### config.mk
export PLATFORM = sky130hd
export DESIGN_NAME = logic_unit_arbiter_flat
export DESIGN_NICKNAME = d
export VERILOG_FILES = /design/src/rtl/logic_unit_arbiter_if.sv /design/src/rtl/logic_unit_arbiter.sv /design/src/flat_wrapper.sv
export SDC_FILE = /design/constraint.sdc
export NUM_CORES = 1
export LEC_CHECK = 0
export BUFFER_PORTS_ARGS = -buffer_cell sky130_fd_sc_hd__buf_4
export CAP_MARGIN = 20
export CORE_MARGIN = 5
export CORE_UTILIZATION = 30
export CTS_CLUSTER_SIZE = 10
export DETAILED_ROUTE_END_ITERATION = 7
export PLACE_DENSITY = 0.6
export SETUP_SLACK_MARGIN = 0.3
export SLEW_MARGIN = 25
export SYNTH_ARGS = -nofsm -noshare
export SYNTH_HDL_FRONTEND = slang
export SYNTH_SLANG_ARGS = --single-unit
### constraint.sdc
create_clock -name clk -period 3.05 [get_ports clk]
set_clock_uncertainty 0.1 [all_clocks]
set_input_delay 0.1525 -clock clk [delete_from_list [all_inputs] [get_ports clk]]
set_output_delay 0.1525 -clock clk [all_outputs]
set_load 0.02 [all_outputs]
### src/rtl/logic_unit_arbiter_if.sv
// Bundle of request, operand, grant and response signals between the client
// blocks (master) and the shared logic-unit arbiter (slave).
interface logic_unit_arbiter_if #(
  parameter int WIDTH   = 2,
  parameter int NUM_REQ = 4
);
  localparam int IDW = $clog2(NUM_REQ);

  logic [NUM_REQ-1:0]       req;
  logic [NUM_REQ*WIDTH-1:0] op_a;
  logic [NUM_REQ*WIDTH-1:0] op_b;
  logic [NUM_REQ*2-1:0]     op_sel;
  logic [NUM_REQ-1:0]       gnt;
  logic                     res_valid;
  logic [WIDTH-1:0]         res_data;
  logic [IDW-1:0]           res_id;
  logic                     res_ready;
  logic                     busy;

  modport master (
    output req, op_a, op_b, op_sel, res_ready,
    input  gnt, res_valid, res_data, res_id, busy
  );

  modport slave (
    input  req, op_a, op_b, op_sel, res_ready,
    output gnt, res_valid, res_data, res_id, busy
  );
endinterface

### src/rtl/logic_unit_arbiter.sv
// Round-robin arbiter that time-shares one registered bitwise logic unit
// (AND/OR/XOR/NAND) among NUM_REQ requesters and returns tagged results.
module logic_unit_arbiter #(
  parameter int WIDTH   = 2,
  parameter int NUM_REQ = 4
) (
  input  logic                 clk,
  input  logic                 rst_n,
  logic_unit_arbiter_if.slave  bus
);
  localparam int IDW = $clog2(NUM_REQ);

  typedef enum logic [1:0] {IDLE, EXEC, RESP} state_e;
  typedef enum logic [1:0] {OP_AND, OP_OR, OP_XOR, OP_NAND} op_e;

  state_e               state, state_nxt;
  logic [IDW-1:0]       rr_ptr, rr_ptr_nxt;
  logic [IDW-1:0]       winner;
  logic                 winner_found;
  logic [IDW:0]         cand;
  logic                 capture, launch, accept;

  logic [WIDTH-1:0]     cap_a, cap_b;
  op_e                  cap_op;
  logic [IDW-1:0]       cap_id;
  logic [WIDTH-1:0]     alu_out;

  logic [NUM_REQ-1:0]   gnt_q;
  logic                 res_valid_q;
  logic [WIDTH-1:0]     res_data_q;
  logic [IDW-1:0]       res_id_q;

  // Search starts at rr_ptr and wraps; cand is one bit wider so ptr+off
  // cannot overflow before the modulo correction.
  always_comb begin
    // NOTE: every variable written here gets a default first, so no path
    // leaves one unassigned and no latch is inferred.
    winner       = '0;
    winner_found = 1'b0;
    cand         = '0;
    for (int off = 0; off < NUM_REQ; off++) begin
      cand = {1'b0, rr_ptr} + (IDW+1)'(off);
      if (cand >= (IDW+1)'(NUM_REQ)) cand = cand - (IDW+1)'(NUM_REQ);
      if (!winner_found && bus.req[cand[IDW-1:0]]) begin
        winner       = cand[IDW-1:0];
        winner_found = 1'b1;
      end
    end
  end

  always_comb begin
    state_nxt  = state;
    rr_ptr_nxt = rr_ptr;
    capture    = 1'b0;
    launch     = 1'b0;
    accept     = 1'b0;
    unique case (state)
      IDLE: begin
        if (winner_found) begin
          capture    = 1'b1;
          state_nxt  = EXEC;
          rr_ptr_nxt = (winner == IDW'(NUM_REQ-1)) ? '0 : winner + IDW'(1);
        end
      end
      EXEC: begin
        launch    = 1'b1;
        state_nxt = RESP;
      end
      RESP: begin
        if (bus.res_ready) begin
          accept    = 1'b1;
          state_nxt = IDLE;
        end
      end
      default: state_nxt = IDLE;
    endcase
  end

  always_ff @(posedge clk or negedge rst_n) begin
    // NOTE: state uses non-blocking assignments so every register samples
    // pre-edge values regardless of statement order.
    if (!rst_n) begin
      state  <= IDLE;
      rr_ptr <= '0;
    end else begin
      state  <= state_nxt;
      rr_ptr <= rr_ptr_nxt;
    end
  end

  always_comb begin
    alu_out = '0;
    unique case (cap_op)
      OP_AND:  alu_out = cap_a & cap_b;
      OP_OR:   alu_out = cap_a | cap_b;
      OP_XOR:  alu_out = cap_a ^ cap_b;
      OP_NAND: alu_out = ~(cap_a & cap_b);
      default: alu_out = '0;
    endcase
  end

  always_ff @(posedge clk or negedge rst_n) begin
    // NOTE: the operand capture registers are reset as well; they are only a
    // few flops and this keeps an aborted operation from leaking afterwards.
    if (!rst_n) begin
      gnt_q       <= '0;
      cap_a       <= '0;
      cap_b       <= '0;
      cap_op      <= OP_AND;
      cap_id      <= '0;
      res_valid_q <= 1'b0;
      res_data_q  <= '0;
      res_id_q    <= '0;
    end else begin
      gnt_q <= capture ? (NUM_REQ'(1) << winner) : '0;
      if (capture) begin
        cap_a  <= bus.op_a[winner*WIDTH +: WIDTH];
        cap_b  <= bus.op_b[winner*WIDTH +: WIDTH];
        cap_op <= op_e'(bus.op_sel[winner*2 +: 2]);
        cap_id <= winner;
      end
      if (launch) begin
        res_valid_q <= 1'b1;
        res_data_q  <= alu_out;
        res_id_q    <= cap_id;
      end else if (accept) begin
        res_valid_q <= 1'b0;
      end
    end
  end

  assign bus.gnt       = gnt_q;
  assign bus.res_valid = res_valid_q;
  assign bus.res_data  = res_data_q;
  assign bus.res_id    = res_id_q;
  assign bus.busy      = (state != IDLE);

  a_gnt_onehot: assert property (@(posedge clk) disable iff (!rst_n)
    $onehot0(gnt_q));
  a_gnt_res_excl: assert property (@(posedge clk) disable iff (!rst_n)
    !((|gnt_q) && res_valid_q));
  a_res_hold: assert property (@(posedge clk) disable iff (!rst_n)
    (res_valid_q && !bus.res_ready) |=>
      (res_valid_q && $stable(res_data_q) && $stable(res_id_q)));
endmodule

### src/flat_wrapper.sv
// flat-port wrapper written by rule: the top's interface ports become plain ports
module logic_unit_arbiter_flat 
#(
  parameter int WIDTH   = 2,
  parameter int NUM_REQ = 4
)
  (clk, rst_n, bus_req, bus_op_a, bus_op_b, bus_op_sel, bus_res_ready, bus_gnt, bus_res_valid, bus_res_data, bus_res_id, bus_busy);
  logic_unit_arbiter_if #(.WIDTH(WIDTH), .NUM_REQ(NUM_REQ)) bus_i ();
  input  logic clk;
  input  logic rst_n;
  input wire logic [$bits(bus_i.req)-1:0] bus_req;
  input wire logic [$bits(bus_i.op_a)-1:0] bus_op_a;
  input wire logic [$bits(bus_i.op_b)-1:0] bus_op_b;
  input wire logic [$bits(bus_i.op_sel)-1:0] bus_op_sel;
  input wire logic [$bits(bus_i.res_ready)-1:0] bus_res_ready;
  output wire logic [$bits(bus_i.gnt)-1:0] bus_gnt;
  output wire logic [$bits(bus_i.res_valid)-1:0] bus_res_valid;
  output wire logic [$bits(bus_i.res_data)-1:0] bus_res_data;
  output wire logic [$bits(bus_i.res_id)-1:0] bus_res_id;
  output wire logic [$bits(bus_i.busy)-1:0] bus_busy;
  assign bus_i.req = bus_req;
  assign bus_i.op_a = bus_op_a;
  assign bus_i.op_b = bus_op_b;
  assign bus_i.op_sel = bus_op_sel;
  assign bus_i.res_ready = bus_res_ready;
  assign bus_gnt = bus_i.gnt;
  assign bus_res_valid = bus_i.res_valid;
  assign bus_res_data = bus_i.res_data;
  assign bus_res_id = bus_i.res_id;
  assign bus_busy = bus_i.busy;
  logic_unit_arbiter #(.WIDTH(WIDTH), .NUM_REQ(NUM_REQ)) u_core (.clk(clk), .rst_n(rst_n), .bus(bus_i));
endmodule
==> metrics, run 1 <==
CP required 3.14 ns; Cell Pwr Density 876 nW/um2; final antenna diode count 0; Register-to-Register Setup Slack 1.0 ns; max-cap viol count 0; Clock Sinks 21; cell row count 23; final setup violation count 0; Buffers on Ports 40; Final WS setup 0.999 ns; Synth Instances 124; relative max-transition margin 0.548; routing usage on met3 0.0257; met1 Usage GRT 0.142; total wire length 2750 um; Seq/Total Area, Yosys 0.427; Leakage 0.797 nW; Post-Syn Nets 163; Worst VDD drop 0.339 mV; most common cell after layout, fill and taps aside buf_4; Hold Path Origin bus_res_ready; IO Pins 41; met2 usage 0.162; unrepaired setup endpoints after global routing no; initial antenna violation count 0; Avg Cell Area, Syn 9.92 um2; via count 1,023; Yosys top cell by area dfrtp_1; fraction of layout cells with a size suffix above 1 0.299; CP arrival 2.14 ns; crit path launch type flip-flop; worst r2r src u_core.state[0]; clock buffer count from CTS 3; most frequent cells in the layout 40 x buf_4, 21 x dfrtp_1, 12 x o21ai_0; yosys warns 0; Final HPWL DP 2310 um; Hold Violations, Final 0; Clock Power Share 0.119; GPL Wtd Cong 0.779; Psw 588 uW; Synth Cell Area 1230 um2; critical path fanouts, max 15; TritonCTS clock tree done; post-cts gate resize count 0; Setup crit start u_core.state[0]; Place WS 1.00 ns; top cell type's share of synthesized area 0.427; grt peak-use layer met2; Core Region 4000 um2; via/cell ratio 4.71; setup_tns 0 ns; crit path time final 2.05 ns; Routed Antenna Nets 0; DIE AREA 5480 um2; slew of the pin with the lowest slew margin 0.671 ns; die height 74.0 um; Skew-Pair Late Insertion Delay 0.25 ns; WS Path Type reg2reg; Reg clk slew, reported paths 0.07 ns; status finished, final reports clean; Comb pwr share 0.520; drt wl/cell 12.7 um; DRC viols 0; Seq pwr share 0.360; number of H-tree levels 1; gr usage total 0.104; Critical Path End Type flip-flop; Internal 849 uW; worst hold path class in2reg; global route overflow 0; die width 74.0 um; vias in the first global route 1,025; first-pass GRT wire length 4530 um; 1st-iter DRT viols 46; Power Total 1.44 mW; Switching Fraction 0.409; max-slew violation count 0; NumNets Final 207; Initial Utilization 0.307; fmax 488 MHz; first-pass detailed-route iteration total 4; root buffer cell clkbuf_8; Min Hold Slack 0.00445 ns; fin crit share 0.673; CTS Buffer Depth 2; Area Growth Syn to Fin 33.4%; FF+latch count, synth 21; largest net degree at the start of global routing 22; largest cells by area after synthesis dfrtp_1 43%, ha_1 8.1%, mux2_1 5.5%, a221o_1 4.9%, o21ai_0 4.9%; Netlist cell types 27
cell type report:
class,instances,area [um2]
repair buffers,41,310
well taps,50,62.6
multi-input cells,91,659
fillers,398,2360
inverters,10,37.5
flip-flops and latches,21,526
clock buffers,4,45.0
kinds of logic after synthesis:
family	share of synthesized area
AOI/OAI and AO/OA	0.221
adders and majority gates	0.0814
DFF	0.427
and+or+nand+nor	0.136
buffers and inverters	0.0366
muxes	0.0977
registers in the layout (all words and copies together) (netlist names):
signal,flops
u_core.bus.res_id,2
u_core.cap_b,2
u_core.bus.res_data,2
u_core.cap_a,2
u_core.state,2
u_core.cap_id,2
u_core.bus.res_valid,1
u_core.rr_ptr,2
u_core.cap_op,2
u_core.bus.gnt,4
cell usage after synthesis:
library cell,number
and2_1,4
nor2_4,1
o31ai_1,1
a21oi_4,1
a21o_1,3
nor3b_1,1
nand2_1,10
a2bb2oi_1,1
a211oi_1,2
mux2_2,2
o21a_1,1
inv_1,10
dfrtp_1,21
mux2_1,6
nand3_1,6
o2bb2ai_2,1
or2_2,1
o221ai_1,1
o21ai_0,12
ha_1,8
mux2i_1,3
a21oi_1,10
clkbuf_1,2
nor2_1,5
nand2_2,1
a221o_1,6
nand2b_1,4
critical path, cell delays in order (launching register included):
cell	delay, ns
dfrtp_1	0.40
or2_2	0.32
a21o_1	0.31
inv_1	0.21
o21ai_0	0.28
a21oi_1	0.24
a221o_1	0.13
worst paths after layout:
check                                          to  cells past startpoint
min reg2reg                u_core.bus.res_data[1]                      2
max in group asynchronous         u_core.state[0]                      2
min                               u_core.state[1]                      2
min in group asynchronous  u_core.bus.res_data[1]                      2
max reg2reg                       u_core.cap_a[1]                      6
max                               u_core.cap_a[1]                      6
per-stage QoR:
stage / instance area (um2) / utilization / instances
2_1_floorplan: 1230 / - / 124
3_3_place_gp: 1590 / 0.396 / 212
3_5_place_dp: 1590 / 0.396 / 212
4_1_cts: 1640 / 0.410 / 217
5_1_grt: 1640 / 0.410 / 217
6_report: 1640 / 0.410 / 217
power groups by stage:
| stage | clock [mW] | sequential, mW | combinational (mW) |
|---|---|---|---|
| after floorplan | 0 | 0.546 | 0.490 |
| final | 0.172 | 0.518 | 0.747 |
| after detailed placement | 0 | 0.523 | 0.757 |
| after global routing | 0.188 | 0.535 | 0.842 |
| after CTS | 0.177 | 0.517 | 0.761 |
| after global placement | 0 | 0.518 | 0.739 |
what timing repair did:
action                                  CTS  global route
setup buffers                             0             0
endpoints found under the hold margin    21             0
endpoints found under the setup margin    0             0
hold buffers                              1             0
metal layers:
layer / vias up / routed length, um
li1: 531 / -
met1: 459 / 1270
met2: 31 / 1280
met3: 2 / 177
met4: 0 / 25
met5: - / 0
Note: power is estimated with default switching activity, not from simulation.
==> run 2: changes to the inputs <==
==> constraint.sdc (replaced) <==
create_clock -name clk -period 1.95 [get_ports clk]
set_clock_uncertainty 0.1 [all_clocks]
set_input_delay 0.0975 -clock clk [delete_from_list [all_inputs] [get_ports clk]]
set_output_delay 0.0975 -clock clk [all_outputs]
set_load 0.02 [all_outputs]
==> run 2 against run 1 <==
Net effect: worst setup slack got worse by 0.95 ns; register-to-register slack got worse by 0.95 ns; critical path depth did not move; largest cell class unchanged; highest routed layer unchanged.
==> metrics, run 2 (synthesis results as in run 1) <==
status finished, final reports clean; 1st-iter DRT viols 34 (-26%); critical path fanouts, max 7 (-8); via/cell ratio 4.73 (+0.26%); Worst VDD drop 0.663 mV (+95%); max FFs per register 4 (unchanged); routing usage on met3 0.0108 (-0.0149); final setup violation count 0 (unchanged); worst hold path class in2reg; Skew-Pair Late Insertion Delay 0.26 ns (about the same); relative max-transition margin 0.740 (+0.192); Core Region 4000 um2 (unchanged); Hold Violations, Final 0 (unchanged); DIE AREA 5480 um2 (unchanged); first-pass GRT wire length 5460 um (+21%); grt peak-use layer met2; root buffer cell clkbuf_8; final antenna diode count 0 (unchanged); cell row count 23 (unchanged); most frequent cells in the layout 55 x buf_4, 19 x dfrtp_1, 10 x inv_1, 10 x nand2_1, 10 x a21oi_1; Buffers on Ports 40 (unchanged); Min Hold Slack 0.0250 ns (+0.0205 ns); unrepaired setup endpoints after global routing yes; Initial Utilization 0.307 (unchanged); max-cap viol count 0 (unchanged); first-pass detailed-route iteration total 4 (unchanged); fmax 527 MHz (+8.0%); setup_tns 0 ns (unchanged); IO Pins 41 (unchanged); placed cell count 219 (+3.3%); WS Path Type reg2reg; CP required 2.00 ns (-1.14 ns); slew of the pin with the lowest slew margin 0.389 ns (-0.282 ns); die width 74.0 um (unchanged); Clock Sinks 21 (unchanged); slowest stage delay, CP 0.45 ns (+0.05 ns); CTS Buffer Depth 2 (unchanged); Placed Area 1640 um2 (+3.3%); GPL Wtd Cong 0.764 (-1.9%); drt wl/cell 13.7 um (+7.8%); DRC viols 0 (unchanged); Final Util 0.466 (+0.0560); fraction of layout cells with a size suffix above 1 0.429 (+0.130); max-slew violation count 0 (unchanged); crit path time final 1.90 ns (-0.152 ns); most common cell after layout, fill and taps aside buf_4; Final Cell Area 1860 um2 (+14%); final std cells w/o fill 234 (+7.8%); met2 usage 0.220 (+0.0581); largest net degree at the start of global routing 22 (unchanged); CP max-delay cell dfrtp_2; number of H-tree levels 1 (unchanged); fin crit share 0.974 (+0.301); gr usage total 0.125 (+0.0212); Critical Path End Type flip-flop; initial antenna violation count 0 (unchanged); crit path launch type flip-flop; global route overflow 0 (unchanged); Routed Antenna Nets 0 (unchanged); Leakage 0.914 nW (+15%); NumNets Final 224 (+8.2%); clock buffer count from CTS 3 (unchanged); Cell Pwr Density 1440 nW/um2 (+64%); CP arrival 1.95 ns (-0.19 ns); die height 74.0 um (unchanged); met1 Usage GRT 0.160 (+0.0180); Place WS -0.00411 ns (-1.01 ns); Reg clk slew, reported paths 0.08 ns (about the same); Area Growth Syn to Fin 51.6%; vias in the first global route 1,217 (+19%); Power Total 2.68 mW (+86%); critical path cell sequence mux2i_4 -> o2bb2ai_4 -> nor2_4 -> buf_12 -> mux2_4 -> a221o_1; TritonCTS clock tree done; via count 1,106 (+8.1%); total wire length 3200 um (+16%); Final WS setup 0.0513 ns (-0.948 ns)
## run 2: cell count changes in the layout (fill, tap and decap cells not counted), moves of 2 or more
cell / delta
mux2_1: -6
o21ai_1: +3
mux2_4: +6
o21ai_0: -3
dfrtp_1: -2
dfrtp_2: +2
buf_4: +15
## run 2: layer usage
layer	routed length, um	share of wire
met5	0	0
met4	48	0.015
met3	168	0.053
met2	1580	0.50
met1	1400	0.44
## run 2: critical path: cells and delay by family (launching register included)
kind / cells / cell delay [ns]
buf+inv: 1 / 0.13
mux: 2 / 0.51
simple gates: 1 / 0.12
compound gates: 2 / 0.47
flops: 1 / 0.45
## run 2: final timing paths
kind	startpoint	endpoint	slack [ns]	cells after the start
worst max-delay path	u_core.rr_ptr[1]	u_core.cap_a[0]	0.05	6
worst min-delay path	bus_req[1]	u_core.rr_ptr[0]	0.02	2
worst max register to register	u_core.rr_ptr[1]	u_core.cap_a[0]	0.05	6
worst min register to register	u_core.cap_id[1]	u_core.cap_id[1]	0.39	1
max in group asynchronous	rst_n	u_core.rr_ptr[1]	1.37	2
min in group asynchronous	rst_n	u_core.bus.res_data[1]	0.15	2
## run 2: repair_timing
action	4_1_cts	5_1_grt
endpoints found under the setup margin	10	13
setup buffers	7	2
hold buffers	2	0
hold endpoints to repair	22	0
gates resized for setup	12	7
gates cloned	0	0
pin swaps	9	2
## run 2: cell type report
class,instances,area [um2]
well taps,50,62.6
clock buffers,3,41.3
inverters,10,37.5
fillers,397,2140
clock inverters,1,5.00
multi-input cells,91,737
flip-flops and latches,21,528
repair buffers,58,453
## run 2: report_power, final
part | internal, mW | switching (mW) | leakage [nW] | total [mW]
Combinational | 0.832 | 0.742 | 0.628 | 1.57
Clock | 0.142 | 0.142 | 0.0255 | 0.284
Sequential | 0.641 | 0.176 | 0.261 | 0.818
Total | 1.62 | 1.06 | 0.914 | 2.68
==> run 3: changes to the inputs <==
==> constraint.sdc (replaced) <==
create_clock -name clk -period 1.9 [get_ports clk]
set_clock_uncertainty 0.1 [all_clocks]
set_input_delay 0.095 -clock clk [delete_from_list [all_inputs] [get_ports clk]]
set_output_delay 0.095 -clock clk [all_outputs]
set_load 0.02 [all_outputs]
==> run 3 against run 2 <==
Net effect: total power up 4.0%; via count up 3.3%; hold slack improved by 0.0095 ns; register-to-register slack about the same; clock-buffer cell count increased by 1; wire length is 1.1% lower; critical path type unchanged; critical endpoint unchanged; largest cell class unchanged.
==> metrics, run 3 (synthesis results as in run 1) <==
via/cell ratio 4.84 (+2.5%); final setup violation count 0 (unchanged); Hold Path End u_core.rr_ptr[0]; grt peak-use layer met2; FF-to-FF path depth 6 (unchanged); status finished, final reports clean; drt wl/cell 13.4 um (-1.9%); final antenna diode count 0 (unchanged); die width 74.0 um (unchanged); met1 Usage GRT 0.148 (-0.0112); Skew-Pair Late Insertion Delay 0.25 ns (about the same); global route overflow 0 (unchanged); crit path launch type flip-flop; vias in the first global route 1,275 (+4.8%); TritonCTS clock tree done; register area 528 um2 (unchanged); worst r2r src u_core.rr_ptr[1]; Hold Path Origin bus_req[1]; NumNets Final 226 (+0.89%); number of H-tree levels 1 (unchanged); Routed Antenna Nets 0 (unchanged); Final Util 0.476 (+0.00970); worst hold path class in2reg; slew of the pin with the lowest slew margin 0.281 ns (-0.109 ns); Clock Sinks 21 (unchanged); WS Path Type reg2reg; cell row count 23 (unchanged); relative max-transition margin 0.813 (+0.0731); DIE AREA 5480 um2 (unchanged); placed cell count 220 (+0.46%); met2 usage 0.226 (+0.00591); largest net degree at the start of global routing 22 (unchanged); max-slew violation count 0 (unchanged); Register-to-Register Setup Slack 0.05 ns (about the same); gr usage total 0.125 (+0.000176); clock buffer count from CTS 3 (unchanged); Core Region 4000 um2 (unchanged); reg2reg end u_core.cap_a[0]; setup_tns 0 ns (unchanged); Final HPWL DP 2510 um; initial antenna violation count 0 (unchanged); CP arrival 1.89 ns (-0.06 ns); GPL Wtd Cong 0.878 (+15%); DRC viols 0 (unchanged); Min Hold Slack 0.0345 ns (+0.00955 ns); CTS Buffer Depth 2 (unchanged); max FFs per register 4 (unchanged); final std cells w/o fill 236 (+0.85%); Hold Violations, Final 0 (unchanged); Initial Utilization 0.307 (unchanged); 1st-iter DRT viols 39 (+15%); number of fillers in the final layout 380 (-4.3%); first-pass GRT wire length 5520 um (+1.0%); most common cell after layout, fill and taps aside buf_4; die height 74.0 um (unchanged); fin crit share 0.971 (-0.00221); hold path cells 2 (unchanged); crit path time final 1.85 ns (-0.0529 ns); critical path fanouts, max 7 (unchanged); area occupied by multi-input gates 754 um2 (+2.4%); routing usage on met3 0.0230 (+0.0122); Leakage 0.925 nW (+1.2%); most frequent cells in the layout 55 x buf_4, 19 x dfrtp_1, 10 x o21ai_0, 10 x a21oi_1; Worst VDD drop 0.651 mV (-1.8%); first-pass detailed-route iteration total 4 (unchanged); Reg clk slew, reported paths 0.07 ns (about the same); Buffers on Ports 40 (unchanged); max-cap viol count 0 (unchanged); IO Pins 41 (unchanged); CP required 1.94 ns (-0.06 ns); fmax 542 MHz (+2.9%); total wire length 3160 um (-1.1%); root buffer cell clkbuf_8; Area Growth Syn to Fin 54.7%; fraction of layout cells with a size suffix above 1 0.473 (+0.0438); Critical Path End Type flip-flop; unrepaired setup endpoints after global routing yes; Cell Pwr Density 1460 nW/um2 (+1.9%); via count 1,143 (+3.3%)
==> run 3: cell count changes in the layout (fill, tap and decap cells not counted), sizes merged <==
cell | previous run | this run
clkinv | 1 | 0
clkbuf | 3 | 4
buf | 56 | 58
==> run 3: metal layers <==
| metal | share of wire | up-vias | wire (um) |
|---|---|---|---|
| met5 | 0 | - | 0 |
| met4 | 0.0057 | 0 | 18 |
| met3 | 0.067 | 2 | 211 |
| met2 | 0.52 | 46 | 1660 |
| met1 | 0.40 | 528 | 1270 |
| li1 | - | 567 | - |
==> run 3: area by class of cell <==
class,instances,share of cell area
Clock buffer,4,0.0237
Tap cell,50,0.0329
Inverter,10,0.0197
Timing Repair Buffer,60,0.250
Sequential cell,21,0.277
Multi-Input combinational cell,91,0.396
==> run 3: worst max-delay path by stage <==
stage / from / to / slack [ns] / cells after the start
floorplan: u_core.rr_ptr[1] / u_core.cap_a[0] / 0.09 / 5
global placement: u_core.rr_ptr[1] / u_core.cap_b[1] / 0.09 / 5
detailed placement: u_core.rr_ptr[0] / u_core.cap_a[0] / 0.02 / 6
CTS: u_core.rr_ptr[1] / u_core.cap_a[0] / 0.08 / 6
global route: u_core.rr_ptr[1] / u_core.cap_op[1] / -0.02 / 7
finish: u_core.rr_ptr[1] / u_core.cap_a[0] / 0.05 / 6
==> run 3: per-stage QoR <==
step                      power (mW)  setup WS [ns]  area, um2
after floorplan                 1.66         0.0883       1230
after global placement          2.12         0.0911       1650
after detailed placement        2.17         0.0155       1650
after CTS                       2.77         0.0797       1880
after global routing            3.04        -0.0161       1900
final                           2.78         0.0542       1900
==> run 3: critical path, cell delays in order, from the launching register on <==
cell,delay [ns]
dfrtp_2,0.45
mux2i_4,0.20
o2bb2ai_2,0.15
nor2_4,0.11
buf_12,0.14
mux2_4,0.30
a221o_1,0.29
==> run 3: where the power goes <==
part	total, mW	switching, mW	internal, mW
sequential	0.827	0.169	0.658
clock	0.287	0.138	0.149
combinational	1.67	0.782	0.887
total	2.78	1.09	1.69
==> run 3: timing repair <==
action / CTS / global route
hold endpoints to repair: 22 / 0
pin swaps: 14 / 1
setup buffers: 10 / 0
endpoints found under the setup margin: 13 / 13
hold buffers: 2 / 0
resized for setup: 22 / 5
